File: src/rtl/sdram_pkg.sv
// sdram_pkg: shared widths and sizing helper for the sdram port arbiter
package sdram_pkg;
    localparam int ADDR_W  = 24;
    localparam int DATA_W  = 16;
    localparam int ROW_LSB = 9;
    function automatic int clog2_min1(input int n);
        return (n > 2) ? $clog2(n) : 1;
    endfunction
endpackage

File: src/rtl/sdram_port_arbiter_if.sv
// sdram_port_arbiter_if: requester-side and controller-side signals of the sdram port arbiter
interface sdram_port_arbiter_if #(parameter int N_PORTS = 2);
    localparam int AW = sdram_pkg::ADDR_W;
    localparam int DW = sdram_pkg::DATA_W;
    logic [N_PORTS-1:0]    p_valid, p_ready, p_we, p_bvalid;
    logic [N_PORTS*AW-1:0] p_addr;
    logic [N_PORTS*DW-1:0] p_data;
    logic                  p_bwe;
    logic [DW-1:0]         p_bdata;
    logic                  s_valid, s_ready, s_we;
    logic [AW-1:0]         s_addr;
    logic [DW-1:0]         s_data;
    logic                  s_bvalid, s_bwe;
    logic [DW-1:0]         s_bdata;
    logic                  err;
    modport slave (
        input  p_valid, p_we, p_addr, p_data, s_ready, s_bvalid, s_bwe, s_bdata,
        output p_ready, p_bvalid, p_bwe, p_bdata, s_valid, s_we, s_addr, s_data, err
    );
    modport master (
        output p_valid, p_we, p_addr, p_data, s_ready, s_bvalid, s_bwe, s_bdata,
        input  p_ready, p_bvalid, p_bwe, p_bdata, s_valid, s_we, s_addr, s_data, err
    );
endinterface

File: src/rtl/sdram_tag_fifo.sv
// sdram_tag_fifo: show-ahead FIFO of port tags, one per request in flight
module sdram_tag_fifo
    import sdram_pkg::*;
#(
    parameter int W     = 1,
    parameter int DEPTH = 8,
    localparam int AW   = clog2_min1(DEPTH)
)(
    input  logic         clk,
    input  logic         rst,
    input  logic         push_i,
    input  logic         pop_i,
    input  logic [W-1:0] din_i,
    output logic [W-1:0] dout_o,
    output logic         full_o,
    output logic         empty_o,
    output logic [AW:0]  count_o
);
    logic [W-1:0]  mem_q [DEPTH];
    logic [AW-1:0] rd_q, wr_q;
    logic [AW:0]   count_q;
    always_ff @(posedge clk)
        if (push_i) mem_q[wr_q] <= din_i;
    always_ff @(posedge clk or posedge rst)
        if (rst) begin
            rd_q    <= '0;
            wr_q    <= '0;
            count_q <= '0;
        end else begin
            if (push_i) wr_q <= wr_q + 1'b1;
            if (pop_i) rd_q <= rd_q + 1'b1;
            count_q <= count_q + (AW+1)'(push_i) - (AW+1)'(pop_i);
        end
    assign dout_o  = mem_q[rd_q];
    assign full_o  = count_q == (AW+1)'(DEPTH);
    assign empty_o = count_q == '0;
    assign count_o = count_q;
endmodule

File: src/rtl/sdram_port_arbiter.sv
// sdram_port_arbiter: round-robin sharing of one sdram controller port, responses routed by tag FIFO
// SDRAM_ARB_BURST_LOCK_EN keeps the grant on a port streaming within one bank+row
module sdram_port_arbiter
    import sdram_pkg::*;
#(
    parameter int N_PORTS   = 2,
    parameter int TAG_DEPTH = 8,
    parameter int MAX_BURST = 8
)(
    input logic clk,
    input logic rst,
    sdram_port_arbiter_if.slave bus
);
    localparam int TW = clog2_min1(N_PORTS);
    localparam int CW = clog2_min1(TAG_DEPTH) + 1;
    logic [TW-1:0]      rr_q, rr_d, rr_gnt, gnt, tag;
    logic [N_PORTS-1:0] rot;
    logic [CW-1:0]      count;
    logic               full, empty, hs, pop, lock, err_q;
    // rot[k] is the request of port (rr+k) mod N, so the lowest set bit wins
    always_comb begin
        rot    = N_PORTS'({bus.p_valid, bus.p_valid} >> rr_q);
        rr_gnt = rr_q;
        for (int k = N_PORTS - 1; k >= 0; k--)
            if (rot[k]) rr_gnt = TW'((int'(rr_q) + k) % N_PORTS);
    end
`ifdef SDRAM_ARB_BURST_LOCK_EN
    localparam int RW = ADDR_W - ROW_LSB;
    localparam int BW = clog2_min1(MAX_BURST + 1);
    logic          have_q;
    logic [TW-1:0] last_q;
    logic [RW-1:0] row_q;
    logic [BW-1:0] burst_q;
    assign lock = have_q && bus.p_valid[last_q] && burst_q < BW'(MAX_BURST)
                  && bus.p_addr[int'(last_q)*ADDR_W+ROW_LSB +: RW] == row_q;
    always_ff @(posedge clk or posedge rst)
        if (rst) begin
            have_q  <= 1'b0;
            last_q  <= '0;
            row_q   <= '0;
            burst_q <= '0;
        end else if (hs) begin
            have_q  <= 1'b1;
            last_q  <= gnt;
            row_q   <= bus.s_addr[ADDR_W-1:ROW_LSB];
            burst_q <= lock ? burst_q + 1'b1 : BW'(1);
        end
    assign gnt = lock ? last_q : rr_gnt;
`else
    logic unused_burst;
    assign unused_burst = ^MAX_BURST;
    assign lock = 1'b0;
    assign gnt  = rr_gnt;
`endif
    assign bus.s_valid  = |bus.p_valid && !full && !rst;
    assign hs           = bus.s_valid && bus.s_ready;
    assign pop          = bus.s_bvalid && !empty;
    assign bus.p_ready  = hs ? (N_PORTS'(1) << gnt) : '0;
    assign bus.p_bvalid = pop ? (N_PORTS'(1) << tag) : '0;
    assign bus.s_we     = bus.p_we[gnt];
    assign bus.s_addr   = bus.p_addr[int'(gnt)*ADDR_W +: ADDR_W];
    assign bus.s_data   = bus.p_data[int'(gnt)*DATA_W +: DATA_W];
    assign bus.p_bwe    = bus.s_bwe;
    assign bus.p_bdata  = bus.s_bdata;
    assign bus.err      = err_q;
    assign rr_d = (hs && !lock) ? ((gnt == TW'(N_PORTS - 1)) ? '0 : gnt + 1'b1) : rr_q;
    always_ff @(posedge clk or posedge rst)
        if (rst) begin
            rr_q  <= '0;
            err_q <= 1'b0;
        end else begin
            rr_q  <= rr_d;
            err_q <= err_q | (bus.s_bvalid && count == '0);
        end
    sdram_tag_fifo #(.W(TW), .DEPTH(TAG_DEPTH)) u_tags (
        .clk(clk), .rst(rst), .push_i(hs), .pop_i(pop), .din_i(gnt),
        .dout_o(tag), .full_o(full), .empty_o(empty), .count_o(count)
    );
endmodule

File: src/flat_wrapper.sv
// flat-port wrapper written by rule: the top's interface ports become plain ports
module sdram_port_arbiter_flat import sdram_pkg::*;
#(
    parameter int N_PORTS   = 2,
    parameter int TAG_DEPTH = 8,
    parameter int MAX_BURST = 8
)
  (clk, rst, bus_p_valid, bus_p_we, bus_p_addr, bus_p_data, bus_s_ready, bus_s_bvalid, bus_s_bwe, bus_s_bdata, bus_p_ready, bus_p_bvalid, bus_p_bwe, bus_p_bdata, bus_s_valid, bus_s_we, bus_s_addr, bus_s_data, bus_err);
  sdram_port_arbiter_if #(.N_PORTS(N_PORTS)) bus_i ();
  input logic clk;
  input logic rst;
  input wire logic [$bits(bus_i.p_valid)-1:0] bus_p_valid;
  input wire logic [$bits(bus_i.p_we)-1:0] bus_p_we;
  input wire logic [$bits(bus_i.p_addr)-1:0] bus_p_addr;
  input wire logic [$bits(bus_i.p_data)-1:0] bus_p_data;
  input wire logic [$bits(bus_i.s_ready)-1:0] bus_s_ready;
  input wire logic [$bits(bus_i.s_bvalid)-1:0] bus_s_bvalid;
  input wire logic [$bits(bus_i.s_bwe)-1:0] bus_s_bwe;
  input wire logic [$bits(bus_i.s_bdata)-1:0] bus_s_bdata;
  output wire logic [$bits(bus_i.p_ready)-1:0] bus_p_ready;
  output wire logic [$bits(bus_i.p_bvalid)-1:0] bus_p_bvalid;
  output wire logic [$bits(bus_i.p_bwe)-1:0] bus_p_bwe;
  output wire logic [$bits(bus_i.p_bdata)-1:0] bus_p_bdata;
  output wire logic [$bits(bus_i.s_valid)-1:0] bus_s_valid;
  output wire logic [$bits(bus_i.s_we)-1:0] bus_s_we;
  output wire logic [$bits(bus_i.s_addr)-1:0] bus_s_addr;
  output wire logic [$bits(bus_i.s_data)-1:0] bus_s_data;
  output wire logic [$bits(bus_i.err)-1:0] bus_err;
  assign bus_i.p_valid = bus_p_valid;
  assign bus_i.p_we = bus_p_we;
  assign bus_i.p_addr = bus_p_addr;
  assign bus_i.p_data = bus_p_data;
  assign bus_i.s_ready = bus_s_ready;
  assign bus_i.s_bvalid = bus_s_bvalid;
  assign bus_i.s_bwe = bus_s_bwe;
  assign bus_i.s_bdata = bus_s_bdata;
  assign bus_p_ready = bus_i.p_ready;
  assign bus_p_bvalid = bus_i.p_bvalid;
  assign bus_p_bwe = bus_i.p_bwe;
  assign bus_p_bdata = bus_i.p_bdata;
  assign bus_s_valid = bus_i.s_valid;
  assign bus_s_we = bus_i.s_we;
  assign bus_s_addr = bus_i.s_addr;
  assign bus_s_data = bus_i.s_data;
  assign bus_err = bus_i.err;
  sdram_port_arbiter #(.N_PORTS(N_PORTS), .TAG_DEPTH(TAG_DEPTH), .MAX_BURST(MAX_BURST)) u_core (.clk(clk), .rst(rst), .bus(bus_i));
endmodule
File: config.mk
export PLATFORM = sky130hd
export DESIGN_NAME = sdram_port_arbiter_flat
export DESIGN_NICKNAME = d
export VERILOG_FILES = /design/src/rtl/sdram_pkg.sv /design/src/rtl/sdram_port_arbiter_if.sv /design/src/rtl/sdram_tag_fifo.sv /design/src/rtl/sdram_port_arbiter.sv /design/src/flat_wrapper.sv
export SDC_FILE = /design/constraint.sdc
export NUM_CORES = 1
export LEC_CHECK = 0
export CAP_MARGIN = 20
export CORE_MARGIN = 1
export CORE_UTILIZATION = 26
export DETAILED_ROUTE_END_ITERATION = 16
export PLACE_DENSITY_LB_ADDON = 0.1
export SLEW_MARGIN = 20
export SYNTH_ARGS = -nofsm -noshare
export SYNTH_HDL_FRONTEND = slang
export SYNTH_SLANG_ARGS = --single-unit
File: constraint.sdc
create_clock -name clk -period 3 [get_ports clk]
set_input_delay 0.45 -clock clk [delete_from_list [all_inputs] [get_ports clk]]
set_output_delay 0.45 -clock clk [all_outputs]
set_load 0.02 [all_outputs]
==> out/qor.yml <==
dieArea_mm2: 0.00752
hold_viol_final: 0
outcome: "finished, final reports clean"
postSynthNetCount: 269
p_leak_uw: 0.00134
setup-tns-final_ns: 0
startpoint: "bus_p_valid[0]"
critPathMaxFanout: 33
setup_viol: 0
drt_iter0_drc: 14
period_minus_slack_ns: 2.90
synth_area_mm2: 0.00187
post_cts_buffers: 0
fmax_mhz: 345
yosys.area.top_type: "mux2_4"
fin_skew_ns: 0.00156
fill_cells: 636
cts_max_path_buffers: 2
die_h_um: 86.7
min_path_type: "flip-flop to flip-flop"
clk_latency_ns: 0.25
worstPathCellList: "clkdlybuf4s50_1 > inv_1 > maj3_2 > buf_12 > mux2_4 > clkdlybuf4s50_1"
cts.reportedPaths.clkPinSlew_ns: 0.07
slowest_stage: "clkdlybuf4s50_1"
slowest_delay_ns: 0.56
grt_max_degree: 34
syn-instance-count: 155
grt.total_usage_pct: 12.6
cp_common_cell: "clkdlybuf4s50_1"
drv_slew: 0
final_cells: 367
route.detailed.drc: 0
cts-root-buf: "clkbuf_8"
power_density_mw_per_mm2: 565
yosys_warnings: 0
area_growth_pct: 71.3
min_from: "u_core.bus.err"
synth.top_cell.area_share_pct: 29.0
ys_seq_elements: 20
timing.rr.start: "u_core.u_tags.count_o[2]"
nets: 386
rsz0062_at_grt: "no"
fin_crit_sh_pct: 96.6
crit_path_end_kind: "output port"
synthDistinctLibCells: 34
io_pins: 169
worstPathArrival_ns: 2.45
antenna_found_initial: 0
holdBufCountCts: 0
ctsResizeCount: 0
worstSetupPathType: "input pin to output port"
cts-buffers-inserted: 3
maxCapViolCount: 0
gp_congestion: 0.690
start_kind: "input pin"
core_area_mm2: 0.00687
slew_headroom_pct: 66.3
num_vias: 1547
tightestPinTransition_ns: 0.504
dieWidth_um: 86.7
dpl.hpwl_mm: 4.26
htreeDepth: 1
wire_per_inst_um: 13.8
worstPathRequired_ns: 2.55
cts.sinks: 20
ir_worst_vdd_uv: 240
fp-row-count: 30
syn_area_per_cell_um2: 12.0
first_pass_iters: 4
cts_tree: "built"
routed_wl_mm: 5.06
grt_pass1_vias: 1522
globalRouteOverflowTotal: 0
ant_nets: 0
drive_gt1_share_pct: 20.3
routed_via_density: 4.22
initial_core_util_pct: 27.2
dp.cells: 363
netlist_top_cells_area: "mux2_4, dfrtp_1, edfxtp_1"
diodes: 0
yosysSeqAreaShare_pct: 29.0
grt_pass1_wl_mm: 7.37
io_buffers: 134
[worst max-delay path: cells and delay by family]
kind / cells / cell delay (ns)
multiplexers: 1 / 0.31
adder cells (fa/ha/maj): 1 / 0.37
buffers and inverters: 4 / 1.31
[worst paths after layout]
| kind | slack [ns] | cells past startpoint | endpoint |
|---|---|---|---|
| hold / removal | 0.47 | 1 | u_core.bus.err |
| hold reg to reg | 0.47 | 1 | u_core.bus.err |
| setup reg to reg | 0.49 | 11 | u_core.u_tags.count_o[1] |
| min in group asynchronous | 0.54 | 2 | u_core.rr_q |
| setup / recovery | 0.10 | 6 | bus_s_addr[11] |
| max in group asynchronous | 2.12 | 2 | u_core.u_tags.rd_q[1] |
[synthesized netlist by cell type, drive strengths merged]
cell type	count
a31oi	3
nor3	4
xor2	1
nand4	1
fa	1
mux2	44
and2	1
nor2	6
edfxtp	8
o21ba	1
a21o	1
nor2b	1
maj3	1
o21bai	1
or3b	3
ha	8
a2bb2oi	1
inv	11
mux2i	3
buf	23
xnor2	5
nand3	4
nand3b	3
and4b	1
dfrtp	12
nand2	4
clkbuf	2
a21oi	1
[cells by family after synthesis]
group	synth area share (%)
mux	35.4
buf+inv	14.1
simple gates	8.58
flops	29.0
fa+ha+maj	7.04
compound gates	3.08
xor+xnor	2.81
[power breakdown]
part | internal [µW] | switching, µW | total, µW
combinational | 665 | 484 | 1150
clock | 91.0 | 86.0 | 177
sequential | 385 | 96.3 | 482
total | 1140 | 666 | 1810
[flip-flops by register name (all words and copies together), names as in the netlist]
name                   count
u_core.u_tags.mem_q        8
u_core.u_tags.wr_q         3
u_core.u_tags.rd_q         3
u_core.rr_q                1
u_core.bus.err             1
u_core.u_tags.count_o      4
[layout by cell type, fill, tap and decap left out, types with 2 or more instances in the layout]
master,instances
clkdlybuf4s50_1,134
mux2_4,36
dfrtp_1,12
inv_1,11
mux2_2,8
ha_1,8
edfxtp_1,8
nor2_1,6
xnor2_1,5
nand2_1,4
nor3_1,4
a31oi_1,3
nand3_1,3
mux2i_1,3
nand3b_1,3
clkbuf_8,3
or3b_2,2
buf_12,2
[layout make-up]
class / instances / area, µm² / area share [%]
clock buffers: 3 / 41.3 / 1.29
clock inverters: 1 / 3.75 / 0.117
repair buffers: 137 / 1390 / 43.4
well taps: 96 / 120 / 3.76
inverters: 11 / 41.3 / 1.29
multi-input cells: 99 / 1060 / 33.2
flip-flops and latches: 20 / 541 / 16.9
[through the flow]
| stage | total power, µW | hold slack, ns | worst slack [ns] | utilization [%] | cell area, µm² |
|---|---|---|---|---|---|
| after floorplan | 1270 | 0.315 | 0.657 | - | 1870 |
| after global placement | 1640 | 0.460 | 0.117 | 45.9 | 3150 |
| after detailed placement | 1650 | 0.463 | 0.0991 | 45.9 | 3150 |
| after CTS | 1840 | 0.480 | 0.101 | 46.6 | 3200 |
| after global routing | 1940 | 0.497 | 0.0543 | 46.6 | 3200 |
| final | 1810 | 0.472 | 0.103 | 46.6 | 3200 |
[routing by layer]
metal | track usage, % | part of all wire [%] | routed length, µm
met5 | 0 | 0 | 0
met4 | 4.55 | 1.8 | 89
met1 | 14.6 | 38 | 1950
met3 | 2.57 | 7.1 | 357
met2 | 22.8 | 53 | 2670
Power figures use the tool's default switching activity.
